<file path="src/rtl/cpu_pkg.sv">
// cpu_pkg: shared types and defaults for the CPU phase sequencer.
//   state_e         - instruction-cycle FSM states
//   CNT_W_DEFAULT   - default width of the retired-instruction counter
package cpu_pkg;

  localparam int CNT_W_DEFAULT = 16;

  typedef enum logic [2:0] {
    IDLE     = 3'd0,
    S_FETCH  = 3'd1,
    S_DECODE = 3'd2,
    S_EXEC   = 3'd3,
    S_WB     = 3'd4,
    S_HALT   = 3'd5
  } state_e;

endpackage

</file>
<file path="src/rtl/step_edge_det.sv">
// step_edge_det: rising-edge detector for the single-step request.
//   clk_i  - system clock
//   rst_i  - synchronous active-high reset (clears the history register)
//   step_i - STEP level input
//   rise_o - 1-cycle pulse: previous sampled STEP was 0, current STEP is 1
module step_edge_det (
  input  logic clk_i,
  input  logic rst_i,
  input  logic step_i,
  output logic rise_o
);

  logic step_q;

  always_ff @(posedge clk_i) begin
    if (rst_i) step_q <= 1'b0;
    else       step_q <= step_i;
  end

  // Combinational against the live input so the FSM can leave IDLE on the
  // same edge that first sees STEP high.
  assign rise_o = step_i & ~step_q;

endmodule

</file>
<file path="src/rtl/cpu_phase_sequencer.sv">
// cpu_phase_sequencer: instruction-cycle timing generator producing one-hot
// FETCH/DECODE/EXEC/WB phase enables, with free-run / single-step control,
// decoder halt and a retired-instruction counter.
//   CLK       - system clock, all state on rising edge
//   RST       - synchronous active-high reset
//   RUN       - level, continuous execution
//   STEP      - single-step request (rising edge, accepted only in IDLE)
//   HALT      - halt request, sampled only in S_EXEC
//   MEM_RDY   - instruction memory ready (only with MEM_WAIT_EN)
//   FETCH/DECODE/EXEC/WB - Moore phase enables
//   BUSY      - in any of the four phase states
//   HALTED    - in S_HALT
//   INSTR_CNT - retired-instruction count, wraps silently
// Build option: define MEM_WAIT_EN to stretch S_FETCH until MEM_RDY=1.
module cpu_phase_sequencer
  import cpu_pkg::*;
#(
  parameter int CNT_W = CNT_W_DEFAULT
) (
  input  logic             CLK,
  input  logic             RST,
  input  logic             RUN,
  input  logic             STEP,
  input  logic             HALT,
  input  logic             MEM_RDY,
  output logic             FETCH,
  output logic             DECODE,
  output logic             EXEC,
  output logic             WB,
  output logic             BUSY,
  output logic             HALTED,
  output logic [CNT_W-1:0] INSTR_CNT
);

  state_e             state_q, state_d;
  logic               halt_pend_q, halt_pend_d;
  logic [CNT_W-1:0]   cnt_q, cnt_d;
  logic               step_rise;
  logic               fetch_done;

  step_edge_det u_step_edge (
    .clk_i  (CLK),
    .rst_i  (RST),
    .step_i (STEP),
    .rise_o (step_rise)
  );

`ifdef MEM_WAIT_EN
  assign fetch_done = MEM_RDY;
`else
  logic unused_mem_rdy;
  assign unused_mem_rdy = MEM_RDY;
  assign fetch_done     = 1'b1;
`endif

  always_ff @(posedge CLK) begin
    if (RST) begin
      state_q     <= IDLE;
      halt_pend_q <= 1'b0;
      cnt_q       <= '0;
    end else begin
      state_q     <= state_d;
      halt_pend_q <= halt_pend_d;
      cnt_q       <= cnt_d;
    end
  end

  always_comb begin
    state_d     = state_q;
    halt_pend_d = halt_pend_q;
    cnt_d       = cnt_q;
    case (state_q)
      IDLE:     if (RUN || step_rise) state_d = S_FETCH;
      S_FETCH:  if (fetch_done) state_d = S_DECODE;
      S_DECODE: state_d = S_EXEC;
      S_EXEC: begin
        halt_pend_d = HALT;
        state_d     = S_WB;
      end
      S_WB: begin
        // Retire on the edge leaving WB regardless of destination.
        cnt_d = cnt_q + 1'b1;
        if (halt_pend_q) state_d = S_HALT;
        else if (RUN)    state_d = S_FETCH;
        else             state_d = IDLE;
      end
      S_HALT:   state_d = S_HALT;  // only RST leaves
      default:  state_d = IDLE;
    endcase
  end

  always_comb begin
    FETCH  = 1'b0;
    DECODE = 1'b0;
    EXEC   = 1'b0;
    WB     = 1'b0;
    HALTED = 1'b0;
    case (state_q)
      S_FETCH:  FETCH  = 1'b1;
      S_DECODE: DECODE = 1'b1;
      S_EXEC:   EXEC   = 1'b1;
      S_WB:     WB     = 1'b1;
      S_HALT:   HALTED = 1'b1;
      default:  ;
    endcase
  end

  assign BUSY      = FETCH | DECODE | EXEC | WB;
  assign INSTR_CNT = cnt_q;

endmodule

</file>
<file path="config.mk">
export PLATFORM = sky130hd
export DESIGN_NAME = cpu_phase_sequencer
export DESIGN_NICKNAME = d
export VERILOG_FILES = /design/src/rtl/cpu_pkg.sv /design/src/rtl/step_edge_det.sv /design/src/rtl/cpu_phase_sequencer.sv
export SDC_FILE = /design/constraint.sdc
export NUM_CORES = 1
export LEC_CHECK = 0
export CORE_UTILIZATION = 49
export DETAILED_ROUTE_END_ITERATION = 7
export PLACE_DENSITY = 0.89
export REMOVE_ABC_BUFFERS = 1
export SLEW_MARGIN = 25
export SYNTH_ARGS = -nofsm -noshare
export SYNTH_HDL_FRONTEND = slang
export SYNTH_SLANG_ARGS = --single-unit
</file>
<file path="constraint.sdc">
create_clock -name CLK -period 2.3 [get_ports CLK]
set_clock_uncertainty 0.15 [all_clocks]
set_input_delay 0.23 -clock CLK [delete_from_list [all_inputs] [get_ports CLK]]
set_output_delay 0.23 -clock CLK [all_outputs]
set_load 0.02 [all_outputs]
</file>
# Word level (Yosys, flattened, before mapping)
# Index checks and enable logic that the tools add are counted.
# W data, S select, Z words.
word_totals:
  regBits: 21
  inputBits: 6
  out_inout_bits: 22
  word_cells: 27
classes:
  addsub: 1
  n_eq_ne: 6
  muxes: 9
  bitwise: 5
  reduce_logical: 2
ops:
  columns: ["op", "n"]
  rows:
  - ["$pmux W3 S6", 1]
  - ["$add A16 B1 Y16 const B", 1]
  - ["$eq A3 B2 Y1 const B", 2]
  - ["$eq A3 B3 Y1 const B", 2]
  - ["$mux W1", 6]
  - ["$mux W3", 2]
  - ["$eq A3 B1 Y1 const B", 1]
  - ["$logic_not A3 Y1", 1]
  - ["$or A1 B1 Y1", 3]
  - ["$ne A2 B2 Y1 const B", 1]
  - ["$and A1 B1 Y1", 1]
  - ["$logic_or A1 B1 Y1", 1]
  - ["$not A1 Y1", 1]

# Longest topological paths before layout
logic_depth:
  depth_word: 5
  mapped_depth: 6

# Modules after synthesis
# From an unflattened synthesis, not the netlist that was laid out.
unflattened:
  hier_cells: 115
  hier_area_um2: 1016.0
by_module_without_submodules:
  columns: ["mod", "instances", "cells_per_inst", "area_each_um2"]
  rows:
  - ["cpu_phase_sequencer", 1, 112, 968.4]
  - ["step_edge_det", 1, 3, 47.5]

# Worst setup path before layout
# No wires, ideal clock.
synth_timing:
  kind: "reg-to-reg"
  start: "register cnt_q[5], in the netlist INSTR_CNT[5]"
  end: "register cnt_q[15], in the netlist INSTR_CNT[15]"
  arrival_time_ns: 1.414
  slack_ns: 0.614
  path_stages_with_launch: 5
  n_path_buf: 0
  period_less_slack_ns: 1.686
  path_cell_list: "dfxtp_1 -> nand4_4 -> nor3_4 -> nand3_2 -> mux2_4"
synth_between:
  elab_chain_len: 1
synth_rtl:
  columns: ["element", "line", "source"]
  rows:
  - ["start, declared", "cpu_phase_sequencer.sv:37", "logic [CNT_W-1:0] cnt_q, cnt_d;"]
  - ["start signal, assigned", "cpu_phase_sequencer.sv:64", "cnt_q <= cnt_d;"]
  - ["$add A16 B1 Y16", "cpu_phase_sequencer.sv:82", "cnt_d = cnt_q + 1'b1;"]
# No other way between the ends.
# A chain may end at the register's enable or synchronous reset.

# Worst setup path in the final report
layout_timing:
  start: "register state_q[1]"
  end: "output DECODE"
layout_between:
  elab_chain_len: 2
layout_rtl:
  columns: ["element", "line", "source"]
  rows:
  - ["start, declared", "cpu_phase_sequencer.sv:35", "state_e state_q, state_d;"]
  - ["start signal, assigned", "cpu_phase_sequencer.sv:62", "state_q <= state_d;"]
  - ["$eq A3 B2 Y1", "cpu_phase_sequencer.sv:98", "case (state_q)"]
  - ["$mux W1", "cpu_phase_sequencer.sv:98", null]
  - ["end, declared", "cpu_phase_sequencer.sv:27", "output logic DECODE,"]
# No other way between the ends.

==> results.yml <==
outcome:
  status: "finished clean"
job:
  drv_cap: 0
placement:
  numPortBuffers: 26
  hpwl_mm: 1.62
  place.gp.congestion: 0.701
worst_hold_path:
  min-delay-start: "STEP"
  hp-class: "in2reg"
  whs_path_depth: 3
  whs_endpoint: "u_step_edge.step_q"
setup_path:
  start_kind: "flip-flop"
  slowest_stage: "clkdlybuf4s50_1"
  crit_arrival_ps: 1810
  cp-end-kind: "output port"
  worstSetupPathType: "reg2out"
  critPathRequiredTime_ps: 1920
  regToRegStartpoint: "INSTR_CNT[0]"
  worstPathMaxFanout: 11
  r2r_setup_slack_ps: 570
  crit_chain: "nor3b_1 -> clkdlybuf4s50_1"
  rr_endpoint: "INSTR_CNT[14]"
  slowest_delay_ps: 660
  reg2reg_depth: 5
routing:
  drt-total-wl_mm: 2.14
  drcViolationCount: 0
  vias: 884
  firstDrtPassIters: 4
  ant_nets: 0
  wl_per_cell_um: 12.4
  first_iter_violations: 11
  via_per_inst: 5.14
floorplan:
  core_um2: 2000
  die-area_um2: 2360
  io-pin-count: 28
  die-width_um: 48.6
  initial_utilization: 0.531
  num_rows: 16
  die-height_um: 48.6
global_routing:
  grt_pass1_wl_mm: 3.52
  grt_max_degree: 16
  overflow: 0
  grt_pass1_vias: 836
  track_usage: 0.184
  antenna_found_initial: 0
timing:
  worst_pin_slew_ps: 491
  period_minus_slack_ps: 2190
  tns_ps: 0
  period_share: 0.952
  fmax_mhz: 457
  slew_violations: 0
  report.final.setup_viol: 0
  rsz0062_at_grt: "no"
  hold_viol: 0
  maxSlewHeadroom: 0.672
final_layout:
  drive_above_1_share: 0.131
  fillCellCount: 162
  nNetsFinal: 153
  antennaDiodeCount: 0
  area_growth_pct: 29.4
clock_network:
  ctsHtreeMaxLevel: 1
  clk_pin_slew_ps: 110
  root_buffer: "clkbuf_4"
  cts_tree: "built"
  clock-sinks: 21
  clk_path_buf_depth: 2
  numCtsBuffers: 3
  hold_buffers: 0
  clock_latency_ps: 300
synth:
  synth_seq_cells: 21
  seq_area_frac_synth: 0.396
  synth_top_area_cell: "dfxtp_1"
  yosysWarnings: 0
  synth_edf_count: 0
  yosys.area.top_type_share: 0.396
  ys_types: 35
  avgSynthCellArea_um2: 9.08
  async_reset_ff_frac: 0
  ys.flop_type: "dfxtp_1"
  synth_area_um2: 1060
  yosysMostFrequentCell: "nor2_1"
  synth_area_leaders: "dfxtp_1, nor2_1, xnor2_1"
  synthTopCellsByCount: "nor2_1, dfxtp_1, xnor2_1"
  synth_cells: 117
power:
  total_power_uw: 634
  ir_drop_mv: 0.358
  p_per_area_nw_per_um2: 461
  p_leak_uw: 0.000521
==> worst max path at each step <==
| stage | startpoint | end | slack [ps] | depth (start not counted) |
|---|---|---|---|---|
| finish | state_q[1] | DECODE | 110 | 2 |
| global route | state_q[1] | DECODE | 20 | 2 |
| CTS | state_q[0] | FETCH | 50 | 3 |
| detailed placement | state_q[0] | FETCH | 330 | 3 |
| global placement | state_q[0] | FETCH | 380 | 3 |
| floorplan | INSTR_CNT[2] | INSTR_CNT[13] | 400 | 4 |
==> critical path, delay by kind of cell (launching register included) <==
family	cells	cell delay [ps]
buffers and inverters	1	660
AND/OR/NAND/NOR	1	310
flip-flops	1	560
==> metrics by stage <==
stage               instances   util  instance area (um^2)  hold slack, ps  setup slack, ps
global placement          168  0.671                  1340             323              377
CTS                       172  0.686                  1370             335             49.6
finish                    172  0.687                  1380             332              111
floorplan                 112      -                  1030             147              404
detailed placement        168  0.671                  1340             350              328
global route              172  0.687                  1380             377             22.4
==> cell usage in the layout, fill, tap and decap left out, drive strengths merged <==
cell | netlist | routed
clkbuf | 1 | 3
nor3b | 2 | 2
nor4 | 3 | 3
nand2 | 7 | 7
nand4bb | 1 | 1
nand3 | 6 | 6
ha | 1 | 1
o21a | 1 | 1
nand2b | 2 | 2
clkdlybuf4s50 | 0 | 26
nor2 | 24 | 24
nor3 | 7 | 7
inv | 4 | 4
a21oi | 6 | 6
buf | 4 | 3
o31ai | 1 | 1
clkinv | 0 | 1
mux2i | 1 | 1
mux2 | 2 | 2
a31o | 2 | 2
xnor2 | 9 | 9
nand4 | 4 | 4
dfxtp | 21 | 21
nor2b | 3 | 3
xor2 | 3 | 3
o21ai | 1 | 1
and2b | 1 | 1
==> final cells by class <==
type / instances / area (um^2) / area share
Clock buffer: 3 / 22.5 / 0.0164
Clock inverter: 1 / 5.00 / 0.00364
Sequential cell: 21 / 422 / 0.307
Inverter: 4 / 15.0 / 0.0109
Tap cell: 27 / 33.8 / 0.0246
Timing Repair Buffer: 29 / 283 / 0.206
Multi-Input combinational cell: 87 / 594 / 0.432
==> state kept, by name, summed over array words and instances (netlist names) <==
register            flops
state_q                 3
INSTR_CNT              16
halt_pend_q             1
u_step_edge.step_q      1
==> power breakdown <==
part / leakage [uW] / switching [uW] / internal (uW)
combinational: 0.000334 / 37.2 / 37.5
clock: 0.0000177 / 111 / 64.6
sequential: 0.000170 / 12.5 / 370
total: 0.000521 / 161 / 473
==> logic make-up after synthesis <==
kind of cell,after synthesis,synth area share
multiplexers,3,0.0342
flip-flops,21,0.396
XOR/XNOR,12,0.0989
adder cells (fa/ha/maj),1,0.0118
AND/OR/NAND/NOR,60,0.349
AO/OA/AOI/OAI,11,0.0636
buffers and inverters,9,0.0471
==> layer usage <==
layer  vias up  wire, um  global-route usage
li1        450         -                   -
met1       419       953               0.191
met2        13      1120               0.385
met3         2        44              0.0157
met4         0        13              0.0490
met5         -         0                   0
==> what timing repair did <==
action | 4_1_cts | 5_1_grt
buffers inserted | 0 | 0
setup endpoints to repair | 1 | 2
gates resized for setup | 1 | 1
Note: power is estimated with default switching activity, not from simulation.
==> variant 1, RTL diff (same flow settings) <==
Add a define of `MEM_WAIT_EN`.
--- a/src/rtl/cpu_phase_sequencer.sv
+++ b/src/rtl/cpu_phase_sequencer.sv
@@ -13,4 +13,6 @@
 //   INSTR_CNT - retired-instruction count, wraps silently
 // Build option: define MEM_WAIT_EN to stretch S_FETCH until MEM_RDY=1.
+`define MEM_WAIT_EN
+
 module cpu_phase_sequencer
   import cpu_pkg::*;
Function: changed (Yosys sat finds a counterexample within 4 cycles, from zero or initial values and one cycle with RST high).
==> variant 1 against the original RTL <==
Final area fell by 4.7%. Die area fell by 6.2%. Combinational power fell by 9.8%. Largest cell class unchanged. First-iteration DRC count rose by 9.1%. Synthesized area fell by 6.5%. Count of clock-buffer cells in the layout did not move. Sequential cell count did not move. Global-route usage rose by 4.6 points. Wire length rose by 6.1%. Setup slack improved by 0.066 ns. Highest routed layer is now met3. Power fell by 1.1%. Via count rose by 5.5%. Hold slack improved by 0.0097 ns.
==> variant 1: results (changes against the original RTL) <==
Place
The post-place instance area was 1280 um^2 (was 1340 um^2). The worst-case setup slack after placement is 0.234 ns (was 0.328 ns). The number of buffers added on ports is 27 (was 26). The number of placed instances, taps included is 161 (was 168).

The final HPWL from detailed placement is 1.64 mm (was 1.62 mm). The routability congestion estimate came to 0.797 (was 0.701).

Power and ir drop
The final total power is 0.627 mW (was 0.634 mW). The highest ir drop seen on vdd is 0.392 mV (was 0.358 mV). The net switching component of the power is 0.156 mW (was 0.161 mW). The total leakage power is 0.450 nW (was 0.521 nW).

Synthesis
The average instance area after synthesis is 8.71 um^2 (was 9.08 um^2). The distinct cell type count of the synthesized netlist is 31 (was 35). The portion of the post-synthesis area used by sequential elements was 42.3% (was 39.6%). Most area-consuming cells after synthesis: sky130_fd_sc_hd__dfxtp_1 42%, sky130_fd_sc_hd__xor2_1 7.1%, sky130_fd_sc_hd__nor2_1 5.3% (was sky130_fd_sc_hd__dfxtp_1 40%, sky130_fd_sc_hd__nor2_1 8.1%, sky130_fd_sc_hd__xnor2_1 7.4%). Top cell types by occurrence after synthesis: 21 x sky130_fd_sc_hd__dfxtp_1, 14 x sky130_fd_sc_hd__nor2_1, 8 x sky130_fd_sc_hd__nand2_1, 8 x sky130_fd_sc_hd__xor2_1, 7 x sky130_fd_sc_hd__a21oi_1 (was 23 x sky130_fd_sc_hd__nor2_1, 21 x sky130_fd_sc_hd__dfxtp_1, 9 x sky130_fd_sc_hd__xnor2_1).

Layout
The fraction of final layout cells sized beyond drive strength 1 is 7.86% (was 13.1%). The layout filler cell count is 142 (was 162). The net count reported at finish came to 148 (was 153).

Global route
The maximum number of pins on one net before global-route repair came to 22 (was 16). The global-route total usage across every layer is 23.1% (was 18.4%). The global-route wire length before repair was 3.62 mm (was 3.52 mm).

The via count of the first global-routing pass came to 842 (was 836).

STA
The headroom to the max-slew limit is 52.1% (was 67.2%).

Detailed routing
The detailed-route wire length per cell came to 13.7 um (was 12.4 um). The total routed wirelength is 2.27 mm (was 2.14 mm). The count of TritonRoute iterations in the first routing pass came to 4 (unchanged). The initial detailed-routing violation count is 12 (was 11). The via count was 933 (was 884).

Setup path
The launch point of the worst reg-to-reg path is state_q[2] (was INSTR_CNT[0]). The worst-path maximum fanout came to 12 (was 11). The critical path data arrival time was 1.74 ns (was 1.81 ns). The worst setup path startpoint is state_q[0] (was state_q[1]).

Outcome
Outcome: finished clean (unchanged).

Hold path
The type of the most critical hold path is reg2reg (was in2reg). The start point of the worst min-delay path is INSTR_CNT[15] (was STEP).

Clock network
The post-cts gate resize count came to 0 (was 1). The CTS buffer count is 3 (unchanged).
[variant 1: critical path: stages (launching register included)]
cell	delay, ns
sky130_fd_sc_hd__dfxtp_2	0.39
sky130_fd_sc_hd__nor2_2	0.23
sky130_fd_sc_hd__nand2_1	0.15
sky130_fd_sc_hd__inv_1	0.08
sky130_fd_sc_hd__clkdlybuf4s50_1	0.59
[variant 1: cells by family after synthesis]
group | count (synthesis) | synth area share (%)
DFF | 21 | 42.3
buffers and inverters | 7 | 2.65
adders and majority gates | 1 | 1.26
and+or+nand+nor | 55 | 31.7
muxes | 1 | 1.01
AOI/OAI and AO/OA | 17 | 10.5
xor gates and xnor gates | 12 | 10.6
[variant 1: path summary, 6_finish.rpt]
kind                    to  slack, ns  cells past startpoint
max                     WB       0.18                      4
min          INSTR_CNT[15]       0.34                      2
max reg2reg  INSTR_CNT[13]       0.36                      4
min reg2reg  INSTR_CNT[15]       0.34                      2
[variant 1: routing by layer]
| metal | share of wire (%) | global-route usage (%) | wire [um] |
|---|---|---|---|
| met1 | 44 | 26.8 | 998 |
| met2 | 51 | 40.3 | 1160 |
| met3 | 4.9 | 6.92 | 110 |
| met4 | 0 | 8.00 | 0 |
| met5 | 0 | 0 | 0 |
[variant 1: final cells by class]
cell class	count	area (um^2)	share of cell area, %
Multi-Input combinational cell	86	549	41.9
Clock inverter	1	5.00	0.382
Sequential cell	21	424	32.4
Inverter	2	7.51	0.573
Tap cell	25	31.3	2.39
Timing Repair Buffer	27	270	20.6
Clock buffer	3	22.5	1.72
==> variant 2, RTL diff (config.mk and constraints unchanged) <==
Made on the original files. Put one more register stage on the output `INSTR_CNT`, cleared by the reset. The value now appears one clock later. The other outputs are not delayed to match.
--- a/src/rtl/cpu_phase_sequencer.sv
+++ b/src/rtl/cpu_phase_sequencer.sv
@@ -107,5 +107,11 @@
 
   assign BUSY      = FETCH | DECODE | EXEC | WB;
-  assign INSTR_CNT = cnt_q;
+  always_ff @(posedge CLK) begin
+    if (RST) begin
+      INSTR_CNT <= '0;
+    end else begin
+      INSTR_CNT <= cnt_q;
+    end
+  end
 
 endmodule
Formal check against the unedited RTL: not equivalent (Yosys sat finds a counterexample within 10 cycles, from zero or initial values and one cycle with RST high).
==> variant 2 against the original RTL <==
Via count rose by 25%. Global-route usage fell by 0.13 points. Synthesized area rose by 33%. Power rose by 96%. Sequential cell count rose by 16. Wire length rose by 22%. Final area rose by 30%. Setup slack got worse by 0.020 ns.
==> variant 2: results (changes against the original RTL) <==
Detailed routing
The via count is 1105 (was 884). The initial detailed-routing violation count is 23 (was 11). The total length of routed met3 wires is 168 um (was 44 um). The total routed wirelength is 2.61 mm (was 2.14 mm). The detailed-route wire length on metal 1 is 1.05 mm (was 953 um).

The wire length on met2 was 1.34 mm (was 1.12 mm).

Power and ir drop
The share of total power in combinational logic is 9.1% (was 11.8%). The total leakage power is 0.658 nW (was 0.521 nW). The share of total power in sequential cells is 53.5% (was 60.4%). The highest ir drop seen on vdd is 0.657 mV (was 0.358 mV). The final total power is 1.24 mW (was 0.634 mW).

Global route
The maximum number of pins on one net before global-route repair is 22 (was 16). The fraction of met3 tracks used by global routing is 7.44% (was 1.57%). The global-route met2 utilization is 32.5% (was 38.5%). The via count of the first global-routing pass is 1024 (was 836). The global-route wire length before repair came to 4.30 mm (was 3.52 mm).

Setup path
The critical path data arrival time was 1.83 ns (was 1.81 ns). The critical path's largest stage delay was 0.60 ns (was 0.66 ns). The reg-to-reg setup timing slack is 0.33 ns (was 0.57 ns).

Outcome
Outcome: finished clean (unchanged).

STA
The headroom to the max-slew limit is 75.5% (was 67.2%).

Synthesis
The distinct cell type count of the synthesized netlist is 31 (was 35). The share of the synthesized netlist area taken by xor and xnor gates was 6.81% (was 9.89%). The mux cell area share after synthesis is 1.41% (was 3.42%). The complex-gate fraction of the synthesized area is 5.31% (was 6.36%).

Top cell types by occurrence after synthesis: 37 x sky130_fd_sc_hd__dfxtp_1, 18 x sky130_fd_sc_hd__nor2_1, 16 x sky130_fd_sc_hd__nor2b_1 (was 23 x sky130_fd_sc_hd__nor2_1, 21 x sky130_fd_sc_hd__dfxtp_1, 9 x sky130_fd_sc_hd__xnor2_1). The adder-cell area share of the yosys netlist is 0.884% (was 1.18%). The portion of the post-synthesis area used by sequential elements is 52.3% (was 39.6%).

Layout
The fraction of final layout cells sized beyond drive strength 1 was 9.60% (was 13.1%). The net count reported at finish is 183 (was 153).

Place
The routability congestion estimate is 0.726 (was 0.701).

Clock network
The number of H-tree branching levels is 2 (was 1).
[variant 2: cell types whose count changed after synthesis, sizes merged, moves of 4 or more]
| cell | before | now |
|---|---|---|
| dfxtp | 21 | 37 |
| nand3 | 6 | 2 |
| nand4 | 4 | 8 |
| nor2 | 24 | 18 |
| nor2b | 3 | 16 |
| nor3 | 7 | 2 |
| o21ai | 1 | 5 |
| or3 | 0 | 4 |
| xnor2 | 9 | 3 |
| xor2 | 3 | 8 |
[variant 2: worst paths after layout]
kind                    from                 end  cells past startpoint
setup / recovery  state_q[0]                EXEC                      4
hold / removal          STEP  u_step_edge.step_q                      2
hold reg to reg    cnt_q[15]       INSTR_CNT[15]                      1
setup reg to reg  state_q[2]           cnt_q[15]                      4
[variant 2: metrics by stage]
step / setup slack (ns) / cell area, um^2 / util [%] / instances
after CTS: 0.0257 / 1790 / 64.8 / 208
after global placement: 0.346 / 1700 / 61.7 / 200
final: 0.0907 / 1790 / 64.9 / 208
after global routing: 0.0181 / 1790 / 64.9 / 208
after floorplan: 0.424 / 1370 / - / 138
after detailed placement: 0.289 / 1700 / 61.7 / 200
[variant 2: final cells by class]
cell class | count | area [um^2]
fillers | 229 | 967
repair buffers | 31 | 298
inverters | 2 | 7.51
well taps | 31 | 38.8
clock inverters | 1 | 30.0
clock buffers | 7 | 55.1
multi-input cells | 99 | 617
flip-flops and latches | 37 | 744
[variant 2: worst max-delay path: cells and delay by family (launching register included)]
family        cells  cell delay (ns)
buf+inv           2             0.69
simple gates      2             0.36
flops             1             0.43
[variant 2: logic make-up after synthesis]
family / Yosys count
XOR/XNOR: 11
buffers and inverters: 10
AO/OA/AOI/OAI: 14
flip-flops: 37
AND/OR/NAND/NOR: 71
adder cells (fa/ha/maj): 1
multiplexers: 2
